### src/rtl/uart_tx_feeder.sv
// Byte FIFO that feeds a UART transmitter: pops one byte per idle transmitter,
// strobes DATA_VALID for one cycle, then waits for Busy to rise and fall.
module uart_tx_feeder #(
  parameter int DATA_WIDTH = 8,
  parameter int DEPTH      = 8,
  localparam int AW        = $clog2(DEPTH)
) (
  input  logic                  CLK,
  input  logic                  RST,
  input  logic [DATA_WIDTH-1:0] WR_DATA,
  input  logic                  WR_EN,
  output logic                  FULL,
  output logic                  EMPTY,
  output logic [AW:0]           COUNT,
  output logic                  OVERFLOW,
  input  logic                  TX_BUSY,
  output logic [DATA_WIDTH-1:0] TX_P_DATA,
  output logic                  TX_DATA_VALID
);

  localparam logic [1:0] IDLE      = 2'd0;
  localparam logic [1:0] WAIT_BUSY = 2'd1;
  localparam logic [1:0] WAIT_DONE = 2'd2;

  localparam logic [AW:0] DEPTH_CNT = (AW+1)'(DEPTH);
  localparam logic [AW:0] ONE_CNT   = (AW+1)'(1);
  localparam logic [AW-1:0] ONE_PTR = AW'(1);

  logic [DATA_WIDTH-1:0] mem [DEPTH];
  logic [AW-1:0]         wr_ptr;
  logic [AW-1:0]         rd_ptr;
  logic [1:0]            state;
  logic                  do_write;
  logic                  do_pop;
  logic [AW:0]           count_nxt;

  // FULL/EMPTY are registered, so a write in the cycle of a pop from a full
  // FIFO is still dropped even though a slot frees up at the same edge.
  assign do_write = WR_EN && !FULL;
  assign do_pop   = (state == IDLE) && !EMPTY && !TX_BUSY;

  always_comb begin
    count_nxt = COUNT;
    if (do_write && !do_pop)
      count_nxt = COUNT + ONE_CNT;
    else if (!do_write && do_pop)
      count_nxt = COUNT - ONE_CNT;
  end

  always_ff @(posedge CLK) begin
    if (do_write)
      mem[wr_ptr] <= WR_DATA;
  end

  always_ff @(posedge CLK or posedge RST) begin
    if (RST) begin
      wr_ptr        <= '0;
      rd_ptr        <= '0;
      COUNT         <= '0;
      FULL          <= 1'b0;
      EMPTY         <= 1'b1;
      OVERFLOW      <= 1'b0;
      TX_DATA_VALID <= 1'b0;
      TX_P_DATA     <= '0;
      state         <= IDLE;
    end else begin
      if (do_write)
        wr_ptr <= wr_ptr + ONE_PTR;
      if (do_pop) begin
        rd_ptr    <= rd_ptr + ONE_PTR;
        TX_P_DATA <= mem[rd_ptr];
      end
      COUNT         <= count_nxt;
      FULL          <= (count_nxt == DEPTH_CNT);
      EMPTY         <= (count_nxt == '0);
      OVERFLOW      <= WR_EN && FULL;
      TX_DATA_VALID <= do_pop;

      case (state)
        IDLE: begin
          if (do_pop)
            state <= WAIT_BUSY;
        end
        WAIT_BUSY: begin
          if (TX_BUSY)
            state <= WAIT_DONE;
        end
        WAIT_DONE: begin
          if (!TX_BUSY)
            state <= IDLE;
        end
        default: state <= IDLE;
      endcase
    end
  end

endmodule

### config.mk
export PLATFORM = sky130hd
export DESIGN_NAME = uart_tx_feeder
export DESIGN_NICKNAME = d
export VERILOG_FILES = /design/src/rtl/uart_tx_feeder.sv
export SDC_FILE = /design/constraint.sdc
export NUM_CORES = 1
export LEC_CHECK = 0
export ABC_CLOCK_PERIOD_IN_PS = 2200
export CAP_MARGIN = 15
export CORE_ASPECT_RATIO = 2
export CORE_MARGIN = 4
export CORE_UTILIZATION = 35
export CTS_CLUSTER_SIZE = 25
export DETAILED_ROUTE_END_ITERATION = 8
export GPL_TIMING_DRIVEN = 0
export MAX_ROUTING_LAYER = met4
export PLACE_DENSITY = 0.55
export SKIP_CTS_REPAIR_TIMING = 1
export SYNTH_ARGS = -nofsm -noshare
export SYNTH_HDL_FRONTEND = slang
export SYNTH_SLANG_ARGS = --single-unit
### constraint.sdc
create_clock -name CLK -period 2.2 [get_ports CLK]
set_input_delay 0.44 -clock CLK [delete_from_list [all_inputs] [get_ports CLK]]
set_output_delay 0.44 -clock CLK [all_outputs]
set_load 0.005 [all_outputs]
==> metrics <==
Via Count 1825; Final Skew 0.005722 ns; PD cells 1298 nW/µm²; dpl ws -0.4944 ns; Post-Syn Area 3485 µm²; Initial Utilization 35.69%; routed vias/inst 4.790; Tcrit/Tclk final 97.26%; Worst EP required 2.17 ns; Finished Layout Cells 381; Syn Area/Cell 17.08 µm²; Post-synth EDFFs 64; Max VDD drop 447.4 µV; Setup-failing EPs final 0; crit path max fanout 8; clk_lat worst skew 0.33 ns; grt total ovfl 0; status finished, final reports clean; CP Capture Type register; Worst-path clk slew 0.06 ns; Inserted Diodes 0; Worst Tran Pin Value 0.8868 ns; min Tclk post-route 2.140 ns; clk root buf clkbuf_16; sequential area share after synthesis 72.42%; crit path DAT 2.11 ns; Die Ht 149.1 µm; die area 11710 µm²; maximum root-to-sink buffer count 2; share of cells above drive strength 1 20.48%; unrepaired setup endpoints after global routing true; 1st-iter DRT viols 106; ys async rst share 27.27%; P_leak 1.496 nW; global-route wire length before repair 10.50 mm; port buffer count 27; Area Growth Syn to Fin 22.94%; largest net degree at the start of global routing 25; synth top area cells edfxtp_1 55%, dfrtp_1 17%, mux4_2 10%; max-cap check violation count 0; CTS tree built; Hold Vio Cnt, Final 0; Detail Placement HPWL 4.565 mm; CTS sink count 88; HP Class reg -> reg; max_slew headroom 40.82%; TritonCTS buffer count 9; yosys warns 0; placed cell count 364; top-area cell type share of the netlist area 55.15%; Wirelength per Cell 17.23 µm; Residual DRC 0; final worst setup slack 0.06021 ns; Synth Net Count 220; Main synth FF type edfxtp_1; synth unique cells 33; Max Freq 0.4673 GHz; # IOs 28; Setup crit start kind input port; Final #Nets 260; antenna violations before repair 0; Initial DRT Pass Iterations 4; number of global-route vias before repair 1955; site row count 51; Setup CP Type in -> reg; max-slew violation count 0; Die W 78.56 µm; Post-Synthesis Cells 204; Detailed Route WL 6.566 mm; RePlAce Congestion 0.7392; Final ANT Viol Nets 0; Synth area leader edfxtp_1; Core Area 9763 µm²; total track usage 12.86%; H-Tree Depth 3; #FFs+latches synth 88
-- per-stage QoR --
stage               TNS [ns]  hold WS [ns]  area [µm²]  power, mW  utilization, %
global route          -3.339        0.5215        4284      5.894           43.88
CTS                   -3.662        0.4858        4228      5.579           43.30
detailed placement    -25.24        0.4715        3954      4.188           40.50
global placement      -48.58        0.4651        3920      4.139           40.15
finish                     0        0.4733        4284      5.559           43.88
floorplan                  0        0.4433        3485      3.489               -
-- flip-flops by register name (all words and copies together), names as in the netlist --
signal / count
state: 2
EMPTY: 1
OVERFLOW: 1
COUNT: 4
FULL: 1
mem: 64
TX_P_DATA: 8
TX_DATA_VALID: 1
rd_ptr: 3
wr_ptr: 3
-- synth_stat cells (all sizes together), types with 2 or more instances --
cell / number
nor2: 7
nand2b: 3
inv: 5
and3: 2
and2: 3
a221oi: 2
nor3: 7
nand2: 20
buf: 3
clkbuf: 6
dfrtp: 23
o21ai: 10
ha: 4
xnor2: 6
mux2i: 8
mux4: 16
edfxtp: 64
or3: 2
-- per-layer routing --
layer,track usage [%],up-vias,part of all wire [%]
met1,13.50,939,38
met3,2.902,6,2.5
met2,22.32,28,57
li1,-,852,-
met5,-,-,0
met4,6.480,0,1.8
-- cell type report --
type / count / area, µm²
flip-flops and latches: 88 / 2524
repair buffers: 29 / 297.8
well taps: 132 / 165.2
multi-input cells: 102 / 964.7
plain buffers: 9 / 37.54
clock buffers: 9 / 225.2
inverters: 5 / 21.27
fillers: 876 / 5479
clock inverters: 7 / 48.80
-- path summary, 6_finish.rpt --
kind,start,end,slack [ns],cells past startpoint
worst max register to register,state[1]$_DFFE_PP0P_,FULL$_DFF_PP0_,0.16,4
max in group asynchronous,RST,COUNT[3]$_DFF_PP0_,1.05,2
min in group asynchronous,RST,TX_P_DATA[5]$_DFFE_PP0P_,0.60,2
worst min-delay path,TX_P_DATA[7]$_DFFE_PP0P_,TX_P_DATA[7]$_DFFE_PP0P_,0.47,2
worst min register to register,TX_P_DATA[7]$_DFFE_PP0P_,TX_P_DATA[7]$_DFFE_PP0P_,0.47,2
worst max-delay path,WR_EN,mem[6][5]$_DFFE_PP_,0.06,5
-- worst max-delay path: stages --
cell	delay (ns)
clkdlybuf4s50_1	0.49
nor2b_1	0.13
clkbuf_1	0.29
nand2_1	0.25
nor2_2	0.50
-- power breakdown --
part / internal [mW] / leakage [nW] / switching (mW) / total (mW)
clock network: 0.762 / 0.125 / 0.621 / 1.38
registers: 2.18 / 0.874 / 0.233 / 2.41
logic: 0.890 / 0.497 / 0.872 / 1.76
total: 3.83 / 1.50 / 1.73 / 5.56
-- placed cells by master (no fill, tap or decap), types with 2 or more instances in the layout --
master	n
o21ai_0	10
mux2i_1	8
clkinvlp_4	3
dfrtp_1	23
nand2_1	20
nor3_1	3
or3_1	2
xnor2_1	6
mux4_2	16
clkdlybuf4s50_1	27
clkbuf_1	5
and3_1	2
ha_1	4
inv_1	4
buf_2	2
clkbuf_16	9
nor3_2	3
a221oi_2	2
and2_1	3
nor2_1	4
nor2_2	3
clkinv_4	2
nand2b_1	3
edfxtp_1	64
-- logic make-up (layout without fill, tap and decap cells) --
logic type	after synthesis	in the layout	synth area share (%)
buf+inv	14	59	1.580
mux	24	24	12.64
compound gates	18	18	3.375
flops	88	88	72.42
xor+xnor	7	7	1.759
fa+ha+maj	4	4	1.436
simple gates	49	49	6.786
(Power assumes the default switching activity.)
